<file path="src/rtl/filter_pkg.sv">
// Shared definitions for the filter read/write address handlers.
// The state encodings are chosen to match the read-side handler.
package filter_pkg;

  typedef enum logic [2:0] {
    StIdle = 3'b001,
    StRun  = 3'b010,
    StDone = 3'b100
  } state_e;

  localparam int unsigned DefaultAddrStride = 4;

endpackage

</file>
<file path="src/rtl/sync_fifo2.sv">
// Two-entry register FIFO. Entry 0 is always the head.
// It also exposes the next-cycle count and head, so that the consumer's outputs can be registered.
module sync_fifo2 #(
  parameter int unsigned Width = 8
) (
  input  logic             clk_i,
  input  logic             rst_i,
  input  logic             push_i,
  input  logic             pop_i,
  input  logic [Width-1:0] data_i,
  output logic             full_o,
  output logic             empty_o,
  output logic [1:0]       count_next_o,
  output logic [Width-1:0] head_next_o
);

  logic [Width-1:0] mem0_q, mem0_d, mem1_q, mem1_d;
  logic [1:0]       count_q, count_d;
  logic             do_push, do_pop;

  always_comb begin
    do_push = push_i && ((count_q != 2'd2) || pop_i);
    do_pop  = pop_i && (count_q != 2'd0);
    mem0_d  = mem0_q;
    mem1_d  = mem1_q;
    count_d = count_q;
    case ({do_push, do_pop})
      2'b10: begin
        if (count_q == 2'd0) mem0_d = data_i;
        else                 mem1_d = data_i;
        count_d = count_q + 2'd1;
      end
      2'b01: begin
        mem0_d  = mem1_q;
        count_d = count_q - 2'd1;
      end
      2'b11: begin
        if (count_q == 2'd1) begin
          mem0_d = data_i;
        end else begin
          mem0_d = mem1_q;
          mem1_d = data_i;
        end
      end
      default: ;
    endcase
  end

  always_ff @(posedge clk_i) begin
    if (rst_i) begin
      mem0_q  <= '0;
      mem1_q  <= '0;
      count_q <= '0;
    end else begin
      mem0_q  <= mem0_d;
      mem1_q  <= mem1_d;
      count_q <= count_d;
    end
  end

  assign full_o       = (count_q == 2'd2);
  assign empty_o      = (count_q == 2'd0);
  assign count_next_o = count_d;
  assign head_next_o  = mem0_d;

endmodule

</file>
<file path="src/rtl/result_writer.sv">
// Writes filtered pixels to the output image in raster order.
// All outputs are registered from next-state values.
module result_writer
  import filter_pkg::*;
#(
  parameter int unsigned WORD        = 8,
  parameter int unsigned ADDR_STRIDE = DefaultAddrStride,
  parameter int unsigned FIFO_DEPTH  = 2
) (
  input  logic            clk,
  input  logic            rst,
  input  logic [WORD-1:0] h,
  input  logic [WORD-1:0] w,
  input  logic [31:0]     base_addr,
  input  logic            start,
  input  logic            res_valid,
  input  logic [WORD-1:0] res_data,
  output logic            res_ready,
  output logic [31:0]     address,
  output logic [31:0]     wdata,
  output logic            w_en,
  input  logic            mem_ready,
  output logic            row_end,
  output logic            busy,
  output logic            done
);

  state_e              state_q, state_d;
  logic [WORD-1:0]     h_q, h_d, w_q, w_d, x_q, x_d, y_q, y_d;
  logic [31:0]         base_q, base_d, idx_q, idx_d;
  logic [2*WORD-1:0]   acc_q, acc_d, total;
  logic                res_ready_q, res_ready_d, w_en_q, w_en_d;
  logic                row_end_q, row_end_d, busy_q, busy_d, done_q, done_d;
  logic [31:0]         address_q, address_d, wdata_q, wdata_d;
  logic                push, pop, last_write, launch;
  logic                fifo_full, fifo_empty;
  logic [1:0]          fifo_count_next;
  logic [WORD-1:0]     fifo_head_next;

  assign push       = res_valid && res_ready_q && !fifo_full;
  assign pop        = w_en_q && mem_ready && !fifo_empty;
  assign launch     = (state_q == StIdle) && start;
  assign last_write = pop && (32'(total) == idx_q + 32'd1);

  sync_fifo2 #(
    .Width (WORD)
  ) u_fifo (
    .clk_i        (clk),
    .rst_i        (rst),
    .push_i       (push),
    .pop_i        (pop),
    .data_i       (res_data),
    .full_o       (fifo_full),
    .empty_o      (fifo_empty),
    .count_next_o (fifo_count_next),
    .head_next_o  (fifo_head_next)
  );

  // Non-positive dimensions mean an empty frame.
  always_comb begin
    state_d = state_q;
    unique case (state_q)
      StIdle: begin
        if (start) begin
          if (h[WORD-1] || (h == '0) || w[WORD-1] || (w == '0)) state_d = StDone;
          else                                                  state_d = StRun;
        end
      end
      StRun:   if (last_write) state_d = StDone;
      StDone:  state_d = StIdle;
      default: state_d = StIdle;
    endcase
  end

  always_comb begin
    h_d    = h_q;
    w_d    = w_q;
    base_d = base_q;
    idx_d  = idx_q;
    acc_d  = acc_q;
    x_d    = x_q;
    y_d    = y_q;
    if (launch) begin
      h_d    = h;
      w_d    = w;
      base_d = base_addr;
      idx_d  = '0;
      acc_d  = '0;
      x_d    = '0;
      y_d    = '0;
    end else begin
      if (push) acc_d = acc_q + (2*WORD)'(1);
      if (pop) begin
        idx_d = idx_q + 32'd1;
        if (x_q == w_q - WORD'(1)) begin
          x_d = '0;
          y_d = y_q + WORD'(1);
        end else begin
          x_d = x_q + WORD'(1);
        end
      end
    end
    total = (2*WORD)'(h_d) * (2*WORD)'(w_d);
  end

  always_comb begin
    busy_d      = (state_d != StIdle);
    done_d      = (state_d == StDone);
    row_end_d   = pop && (x_q == w_q - WORD'(1));
    w_en_d      = (state_d == StRun) && (fifo_count_next != 2'd0);
    res_ready_d = (state_d == StRun) && (32'(fifo_count_next) < FIFO_DEPTH) && (acc_d < total);
    address_d   = w_en_d ? base_d + idx_d * ADDR_STRIDE : '0;
    wdata_d     = w_en_d ? 32'(fifo_head_next) : '0;
  end

  always_ff @(posedge clk) begin
    if (rst) begin
      state_q     <= StIdle;
      h_q         <= '0;
      w_q         <= '0;
      base_q      <= '0;
      idx_q       <= '0;
      acc_q       <= '0;
      x_q         <= '0;
      y_q         <= '0;
      res_ready_q <= 1'b0;
      w_en_q      <= 1'b0;
      row_end_q   <= 1'b0;
      busy_q      <= 1'b0;
      done_q      <= 1'b0;
      address_q   <= '0;
      wdata_q     <= '0;
    end else begin
      state_q     <= state_d;
      h_q         <= h_d;
      w_q         <= w_d;
      base_q      <= base_d;
      idx_q       <= idx_d;
      acc_q       <= acc_d;
      x_q         <= x_d;
      y_q         <= y_d;
      res_ready_q <= res_ready_d;
      w_en_q      <= w_en_d;
      row_end_q   <= row_end_d;
      busy_q      <= busy_d;
      done_q      <= done_d;
      address_q   <= address_d;
      wdata_q     <= wdata_d;
    end
  end

  assign res_ready = res_ready_q;
  assign w_en      = w_en_q;
  assign row_end   = row_end_q;
  assign busy      = busy_q;
  assign done      = done_q;
  assign address   = address_q;
  assign wdata     = wdata_q;

endmodule

</file>
<file path="config.mk">
export PLATFORM = sky130hd
export DESIGN_NAME = result_writer
export DESIGN_NICKNAME = d
export VERILOG_FILES = /design/src/rtl/filter_pkg.sv /design/src/rtl/sync_fifo2.sv /design/src/rtl/result_writer.sv
export SDC_FILE = /design/constraint.sdc
export NUM_CORES = 1
export LEC_CHECK = 0
export CORE_UTILIZATION = 55
export CTS_BUF_LIST = sky130_fd_sc_hd__clkbuf_2
export DETAILED_ROUTE_END_ITERATION = 10
export DONT_BUFFER_PORTS = 1
export PLACE_DENSITY_LB_ADDON = 0.3
export SYNTH_ARGS = -nofsm -noshare
export SYNTH_HDL_FRONTEND = slang
export SYNTH_SLANG_ARGS = --single-unit
</file>
<file path="constraint.sdc">
create_clock -name clk -period 8.55 [get_ports clk]
set_input_delay 1.2825 -clock clk [delete_from_list [all_inputs] [get_ports clk]]
set_output_delay 1.2825 -clock clk [all_outputs]
set_load 0.01 [all_outputs]
</file>
==> impl_metrics.toml, run 1 <==
[floorplanning]
die_y_um = 147.5
initial_utilization = 0.5678
coreArea_um2 = 20490
rows = 52
die_area_um2 = 21740
ioPinCount = 130
die_x_um = 147.5

[pwr]
pwr-share-clk = 0.278
power_switching_share = 0.3440
p_sw_mw = 0.5844
p_total_mw = 1.699
power_frac_seq = 0.484
p_int_mw = 1.114
combPwrFrac = 0.238
vdd_ir_drop_max_v = 0.00008932
cellLeakagePower_nw = 5.004
pwr_density_cell_nw_per_um2 = 141.9

[global_routing]
grt_usage = 0.2484
grt_antenna_before_repair = 1
grt_pass1_wl_um = 43910
grt_pass1_vias = 9228
grt_max_degree = 117
overflow = 0

[clock_tree]
clockBufferDepth = 2
cts_resized = 0
cts_hold_buf = 0
clk-insertion-delay-late_ns = 0.77
cts_tree = "yes"
path_clk_slew_ns = 0.25
cts-buffers-inserted = 17
htreeDepth = 4
clockRootBuffer = "clkbuf_2"
cts_setup_buffers = 0
clock-sinks = 170

[logic_synthesis]
syn_area_um2 = 11640
yosysUniqueCellTypes = 74
syn_area_per_cell_um2 = 7.895
synth.ff_latch_count = 170
syn_inst = 1474
synth_edf_count = 0
ys_top_cells_by_count = "nor2_1 (221), nand2_1 (209), dfxtp_1 (170)"
async_flop_share = 0
synth_area_leaders = "dfxtp_1 (29%), ha_1 (9.8%), nor2_1 (7.1%)"
ys_seq_area_frac = 0.2924
yosysTopAreaCell = "dfxtp_1"
synth_most_common_cell = "nor2_1"
yosys_warnings = 0
ys.flop_type = "dfxtp_1"
synth_top_area_frac = 0.2924

[sta]
max_slew_margin = 0.3803
skew_ns = 0.03668
fin_setup_tns_ns = 0
drv_slew = 0
finalCritPeriodShare = 0.8395
rsz0062_at_grt = "no"
worst_slack_ns = 1.372
fmax_mhz = 139.3
period_needed_ns = 7.178
hold_violations = 0
setup_viol = 0
tightest_slew_ns = 0.9219

[worst_setup_path]
cp_max_fo = 30
worstSetupEndpointType = "flip-flop"
worstPathRequired_ns = 9.21
max_stage_delay_ns = 0.69
critPathSlowestCell = "mux2i_1"
path_cells = "nand4bb_2 > mux2i_1 > or2_2 > fa_1 > fa_1 > fa_1 > fa_1 > inv_1 > ha_1 > a21o_1 > a221oi_1 > o22ai_1 > a311oi_1 > xnor2_1 > nor4_1 > nand4_1 > nand2_1 > buf_12 > nor2_1"
cp.arrival_ns = 7.84
crit_top_cell = "fa_1"
start_kind = "flip-flop"
critPathKind = "reg2reg"

[min_path]
hp-class = "reg2reg"

[placed_design]
routabilityCongestion = 0.9301
placed_cell_area_um2 = 11710
portBuffers = 0
post-place-ws_ns = 0.6837
dpl.hpwl_um = 19700

[final_layout]
area_delta_synth_final_pct = 2.881
final_nets = 1624
final_area_um2 = 11970
drive_above_1_share = 0.04144
multiInputGateArea_um2 = 7577
register_area_um2 = 3403
n_fill_cell = 1917
fin_util = 0.5842

[route]
avgViaCountPerCell = 5.619
ant_nets = 0
dr.pass1.iters = 5
drc = 0
drt-total-wl_um = 25970
drt-initial-drc-count = 574
wl_per_cell_um = 15.11
dr_total_vias = 9659

[run]
maxCapViolations = 0

[outcome]
status = "complete, no violations"
==> final cells by class <==
| class | instances | area share |
|---|---|---|
| tap | 270 | 0.02822 |
| sequential | 170 | 0.2843 |
| multi-input combinational | 1153 | 0.6329 |
| antenna | 1 | 0.0002090 |
| timing repair buffer | 7 | 0.005434 |
| clock inverter | 15 | 0.01494 |
| clock buffer | 17 | 0.007106 |
| inverter | 86 | 0.02696 |
==> worst paths after layout <==
path              startpoint          to  slack (ns)  depth (start not counted)
setup / recovery  state_q[1]  address[1]        1.37                         19
hold / removal     base_q[8]   base_q[8]        0.48                          2
setup reg to reg  state_q[1]  address[1]        1.37                         19
hold reg to reg    base_q[8]   base_q[8]        0.48                          2
==> cell usage in the layout (no fill, tap or decap), drive strengths merged, types with 7 or more instances in the layout <==
cell / count
a211oi: 8
a21o: 13
a21oi: 72
a22oi: 8
a31oi: 10
and2: 21
and3: 15
and4: 9
buf: 7
clkbuf: 17
conb: 24
dfxtp: 170
fa: 37
ha: 91
inv: 94
mux2i: 19
nand2: 209
nand2b: 10
nand3: 31
nand4: 30
nor2: 221
nor2b: 11
nor3: 61
nor4: 12
o21ai: 33
or2: 7
xnor2: 66
xor2: 58
==> worst max-delay path: cells and delay by family, from the launching register on <==
kind / cells / cell delay, ns
buf+inv: 2 / 0.29
fa+ha+maj: 5 / 2.33
compound gates: 4 / 1.38
mux: 1 / 0.69
xor+xnor: 1 / 0.13
simple gates: 6 / 1.78
flops: 1 / 0.45
==> layer usage <==
layer / GRT usage / part of all wire / vias to the layer above
met5: 0 / 0 / -
met4: 0.07732 / 0.018 / 0
met3: 0.03765 / 0.044 / 29
met2: 0.4179 / 0.46 / 224
met1: 0.3276 / 0.47 / 4566
li1: - / - / 4840
==> per-stage QoR <==
stage	instances	hold WS, ns
after floorplan	1497	0.4443
after global placement	1686	0.4443
after global routing	1719	0.4581
after CTS	1718	0.4786
after detailed placement	1686	0.4506
final	1719	0.4817
==> registers in the layout, summed over array words and instances (netlist names) <==
register        count
h_q                 8
u_fifo.mem0_q       8
wdata               8
done                1
base_q             32
x_q                 8
address            32
u_fifo.mem1_q       8
w_q                 8
row_end             1
busy                1
acc_q              16
u_fifo.count_q      2
w_en                1
state_q             3
idx_q              32
res_ready           1
==> cells by family after synthesis <==
group | count (synthesis) | share of synthesized area
and+or+nand+nor | 657 | 0.2591
AOI/OAI and AO/OA | 199 | 0.1095
buffers and inverters | 174 | 0.06558
DFF | 170 | 0.2924
adders and majority gates | 128 | 0.1615
xor gates and xnor gates | 124 | 0.09332
muxes | 21 | 0.01828
other | 1 | 0.0003222
==> power by group through the flow <==
stage                     clock (mW)  combinational (mW)  sequential (mW)
after floorplan                    0               0.335            0.833
after global placement             0               0.392            0.836
after detailed placement           0               0.402            0.836
after CTS                      0.481               0.404            0.822
after global routing           0.517               0.464            0.825
final                          0.472               0.404            0.822
No activity file was read; power rests on OpenSTA's default activity.
==> inputs of run 2 (changes only) <==
==> constraint.sdc (replaced) <==
create_clock -name clk -period 6.34 [get_ports clk]
set_input_delay 0.951 -clock clk [delete_from_list [all_inputs] [get_ports clk]]
set_output_delay 0.951 -clock clk [all_outputs]
set_load 0.01 [all_outputs]
==> run 2 against run 1 <==
  * Cell count rose by 3.4%
  * Worst setup slack worse by 1.1 ns
  * Global-route usage grew 0.38 points
  * Count of clock-buffer cells in the layout unchanged
  * First-iteration DRC count rose by 11%
  * Utilization is 2.7 points higher
  * Clock skew up 0.0077 ns
  * Critical path depth rose by 2
  * Non-clock buffer count is 59 higher
  * Maximum frequency up 19%
  * Critical path type unchanged
  * Critical endpoint is now address[11]
==> impl_metrics.toml, run 2 (synthesis results as in run 1) <==
[final_layout]
drive_above_1_share = 0.08560
area_delta_synth_final_pct = 7.601
fin_util = 0.6110
final_common_cell = "nor2_1"
final_nets = 1683
final_cell_mix = "nor2_1 (221), nand2_1 (206), dfxtp_1 (169), ha_1 (91), inv_1 (84)"

[min_path]
whs_endpoint = "u_fifo.mem0_q[5]"
min_path_cells = 1
hp-class = "in2reg"
min_from = "rst"

[sta]
setup_viol = 0
worst_slack_ns = 0.2900
finalCritPeriodShare = 0.9543
tightest_slew_ns = 0.8655
max_slew_margin = 0.4208
period_needed_ns = 6.050
hold_violations = 0
skew_ns = 0.04434
holdWs_ns = 0.1794
drv_slew = 0
fmax_mhz = 165.3

[global_routing]
grt_max_degree = 117
grt_pass1_vias = 9402
overflow = 0
grt_pass1_wl_um = 45020
grt_usage = 0.2522
grt_antenna_before_repair = 1

[worst_setup_path]
critPathKind = "reg2reg"
worstSetupEndpointType = "flip-flop"
start_kind = "flip-flop"
cp_max_fo = 19
worst-r2r-setup-slack_ns = 0.29
r2r-start = "state_q[1]"
worstPathRequired_ns = 7.01
r2r_end = "address[11]"
cp.arrival_ns = 6.72
ff2ff_path_depth = 21

[floorplanning]
ioPinCount = 130
rows = 52
initial_utilization = 0.5678
die_area_um2 = 21740
die_x_um = 147.5
die_y_um = 147.5
coreArea_um2 = 20490

[route]
dr_total_vias = 9914
wl_met2_um = 12210
dr_wl_met3_um = 1417
dr.pass1.iters = 5
highest_layer = "met4"
drt-initial-drc-count = 640
drt-total-wl_um = 26390
ant_nets = 0
drc = 0
avgViaCountPerCell = 5.576
met1_length_um = 12340
wl_per_cell_um = 14.84

[run]
maxCapViolations = 0

[placed_design]
dpl.hpwl_um = 20100
post-place-ws_ns = -0.3263
portBuffers = 0
routabilityCongestion = 0.9410

[outcome]
status = "complete, no violations"

[pwr]
cellLeakagePower_nw = 5.321
p_total_mw = 2.400
vdd_ir_drop_max_v = 0.00009758
pwr_density_cell_nw_per_um2 = 191.7

[clock_tree]
clk-insertion-delay-late_ns = 0.79
path_clk_slew_ns = 0.31
clock-sinks = 170
cts_tree = "yes"
clockRootBuffer = "clkbuf_2"
cts-buffers-inserted = 17
clockBufferDepth = 2
htreeDepth = 4
run 2: cell types whose count changed in the layout (fill, tap and decap cells not counted), sizes merged:
cell      previous run  this run
buf                  7        66
inv                 94        93
clkinv               2         5
clkinvlp             3         1
run 2: worst max-delay path: stages, from the launching register on:
cell	delay (ns)
dfxtp_4	0.43
nor4bb_4	0.37
nand2_1	0.11
and2_1	0.16
or2_2	0.30
fa_1	0.51
fa_1	0.52
fa_1	0.52
fa_1	0.54
inv_1	0.04
ha_1	0.35
a21o_1	0.24
a221oi_4	0.33
buf_4	0.16
nor2_1	0.04
xnor2_1	0.25
xnor2_1	0.14
nor4bb_1	0.34
nand4_1	0.19
nand2_2	0.19
buf_12	0.17
nor3_1	0.06
run 2: area by class of cell:
class                           instances  area, um2
Antenna cell                            1      2.502
Clock buffer                           17      85.08
Clock inverter                         15      200.2
Fill cell                            1846       7973
Inverter                               86      322.8
Multi-Input combinational cell       1153       7642
Sequential cell                       170       3407
Tap cell                              270      337.8
Timing Repair Buffer                   66      524.3
run 2: layer usage:
metal | track usage | vias up
met4 | 0.06392 | 0
met5 | 0 | -
li1 | - | 4976
met3 | 0.04506 | 32
met2 | 0.4139 | 245
met1 | 0.3425 | 4661
run 2: where the power goes:
group / internal (mW) / leakage, nW / switching [mW]
registers: 1.10 / 1.38 / 0.0120
logic: 0.278 / 3.78 / 0.359
clock network: 0.208 / 0.165 / 0.448
total: 1.58 / 5.32 / 0.819
run 2: worst max-delay path by stage:
stage | startpoint | slack [ns] | cells past startpoint | to
after floorplan | start | 0.0005 | 23 | address[0]
after global placement | start | -0.23 | 24 | address[11]
after detailed placement | start | -0.33 | 24 | address[30]
after CTS | state_q[0] | 0.11 | 24 | address[11]
after global routing | state_q[1] | -0.06 | 24 | address[30]
final | state_q[1] | 0.29 | 21 | address[11]
run 2: what timing repair did:
item,CTS,global route
hold buffers,0,0
setup endpoints to repair,0,45
gates resized for setup,0,14
buffers inserted,0,4
run 2: through the flow:
step                      area [um2]  instances  TNS, ns
after floorplan                11750       1497        0
after global placement         12140       1741   -8.474
after detailed placement       12140       1741   -12.27
after CTS                      12430       1773        0
after global routing           12520       1778  -0.8792
final                          12520       1778        0
==> inputs of run 3 (changes only) <==
==> constraint.sdc (replaced) <==
create_clock -name clk -period 5.8 [get_ports clk]
set_input_delay 0.87 -clock clk [delete_from_list [all_inputs] [get_ports clk]]
set_output_delay 0.87 -clock clk [all_outputs]
set_load 0.01 [all_outputs]
==> run 3 against run 2 <==
  * The flow now finishes with violations (setup timing)
  * Combinational power increased by 33%
  * Sequential share of layout area down 1.4 points
  * Critical path type unchanged
  * Count of clock-buffer cells in the layout unchanged
  * Maximum frequency is 2.3% higher
  * Highest routed layer unchanged
  * Hold slack lost 0.066 ns
  * Total power increased by 12%
  * Sequential power up 9%
  * Die area unchanged
  * Register-to-register slack worse by 0.40 ns
  * Clock power fell by 3%
  * Worst setup slack worse by 0.40 ns
==> impl_metrics.toml, run 3 (synthesis results as in run 1) <==
[outcome]
status = "finished, violations left"
violations = "setup timing"

[sta]
drv_slew = 0
rsz0062_at_grt = "yes"
max_slew_margin = 0.4119
period_needed_ns = 5.913
tightest_slew_ns = 0.8789
setup_viol = 12
skew_ns = 0.04438
hold_violations = 0
finalCritPeriodShare = 1.019
worst_slack_ns = -0.1128
fmax_mhz = 169.1

[worst_setup_path]
critPathKind = "reg2reg"
worstSetupEndpointType = "flip-flop"
start_kind = "flip-flop"
cp.arrival_ns = 6.58
worstPathRequired_ns = 6.47
cp_max_fo = 7

[run]
maxCapViolations = 0

[final_layout]
area_delta_synth_final_pct = 13.40
final_common_cell = "nor2_1"
final_cell_count_no_fill = 1809
final_cell_mix = "nor2_1 (205), nand2_1 (184), dfxtp_1 (167), buf_4 (86)"
fin_util = 0.6439
final_nets = 1714
drive_above_1_share = 0.1515
n_fill_cell = 1738

[clock_tree]
clockRootBuffer = "clkbuf_2"
path_clk_slew_ns = 0.29
cts-buffers-inserted = 17
clockBufferDepth = 2
cts_tree = "yes"
htreeDepth = 4
clk-insertion-delay-late_ns = 0.80
clock-sinks = 170

[global_routing]
grt_pass1_vias = 9707
grt_usage = 0.2673
grt_pass1_wl_um = 46820
grt_max_degree = 117
overflow = 0
grt_antenna_before_repair = 1

[pwr]
pwr_density_cell_nw_per_um2 = 204.3
vdd_ir_drop_max_v = 0.0001310
p_total_mw = 2.696
cellLeakagePower_nw = 5.499

[route]
ant_nets = 0
avgViaCountPerCell = 5.637
drt-initial-drc-count = 685
drc = 0
dr_total_vias = 10200
wl_per_cell_um = 15.77
dr.pass1.iters = 6
drt-total-wl_um = 28520

[placed_design]
routabilityCongestion = 0.9054
portBuffers = 0
dpl.hpwl_um = 20680
dp_cells = 1757

[floorplanning]
die_x_um = 147.5
die_y_um = 147.5
initial_utilization = 0.5678
ioPinCount = 130
die_area_um2 = 21740
rows = 52
coreArea_um2 = 20490

[min_path]
hp-class = "in2reg"
run 3: per-layer routing:
metal | part of all wire | GRT usage | vias up
met1 | 0.46 | 0.3628 | 4776
li1 | - | - | 5031
met5 | 0 | 0 | -
met3 | 0.067 | 0.05586 | 46
met4 | 0.019 | 0.08454 | 0
met2 | 0.46 | 0.4248 | 345
run 3: what timing repair did:
item / in CTS / in global routing
hold buffers: 0 / 0
resized for setup: 57 / 40
endpoints found under the hold margin: 0 / 0
endpoints found under the setup margin: 42 / 45
gates cloned: 2 / 0
pin swaps: 33 / 39
setup buffers: 10 / 10
run 3: stage by stage:
stage	TNS, ns	hold slack (ns)	setup WS, ns	cell area [um2]
3_3_place_gp	-17.64	0.4440	-0.5960	12390
4_1_cts	-2.050	0.03009	-0.1282	12990
5_1_grt	-6.760	0.01145	-0.2513	13200
3_5_place_dp	-21.04	0.4496	-0.6598	12390
2_1_floorplan	-2.704	0.4443	-0.1263	11900
6_report	-0.8814	0.1130	-0.1128	13200
run 3: worst max-delay path: stages, from the launching register on:
cell,delay (ns)
dfxtp_2,0.40
nor4bb_4,0.39
buf_6,0.20
nand2_4,0.06
and2_4,0.13
or2_4,0.22
fa_2,0.54
fa_2,0.45
fa_2,0.54
fa_1,0.42
inv_2,0.08
ha_4,0.21
a21o_1,0.20
a221oi_4,0.36
o22ai_2,0.16
a311oi_2,0.37
buf_4,0.17
buf_4,0.10
ha_4,0.19
nand4_1,0.12
nor2_1,0.09
a2111oi_4,0.39
run 3: layout make-up:
cell class,instances,area (um2),area share
Clock buffer,17,85.08,0.006447
Inverter,86,325.3,0.02465
Sequential cell,170,3407,0.2582
Tap cell,270,337.8,0.02560
Antenna cell,1,2.502,0.0001896
Clock inverter,15,141.4,0.01071
Multi-Input combinational cell,1153,8080,0.6123
Timing Repair Buffer,97,817.0,0.06191
run 3: power by group:
part	switching (mW)	total (mW)	internal, mW
Sequential	0.0126	1.21	1.20
Clock	0.470	0.636	0.166
Combinational	0.461	0.849	0.388
Total	0.944	2.70	1.75
run 3: final timing paths:
| kind | to | start | slack (ns) | cells after the start |
|---|---|---|---|---|
| worst max-delay path | res_ready | state_q[2] | -0.11 | 21 |
| worst min-delay path | h_q[6] | rst | 0.11 | 1 |
| worst max register to register | res_ready | state_q[2] | -0.11 | 21 |
| worst min register to register | base_q[6] | base_q[6] | 0.48 | 2 |
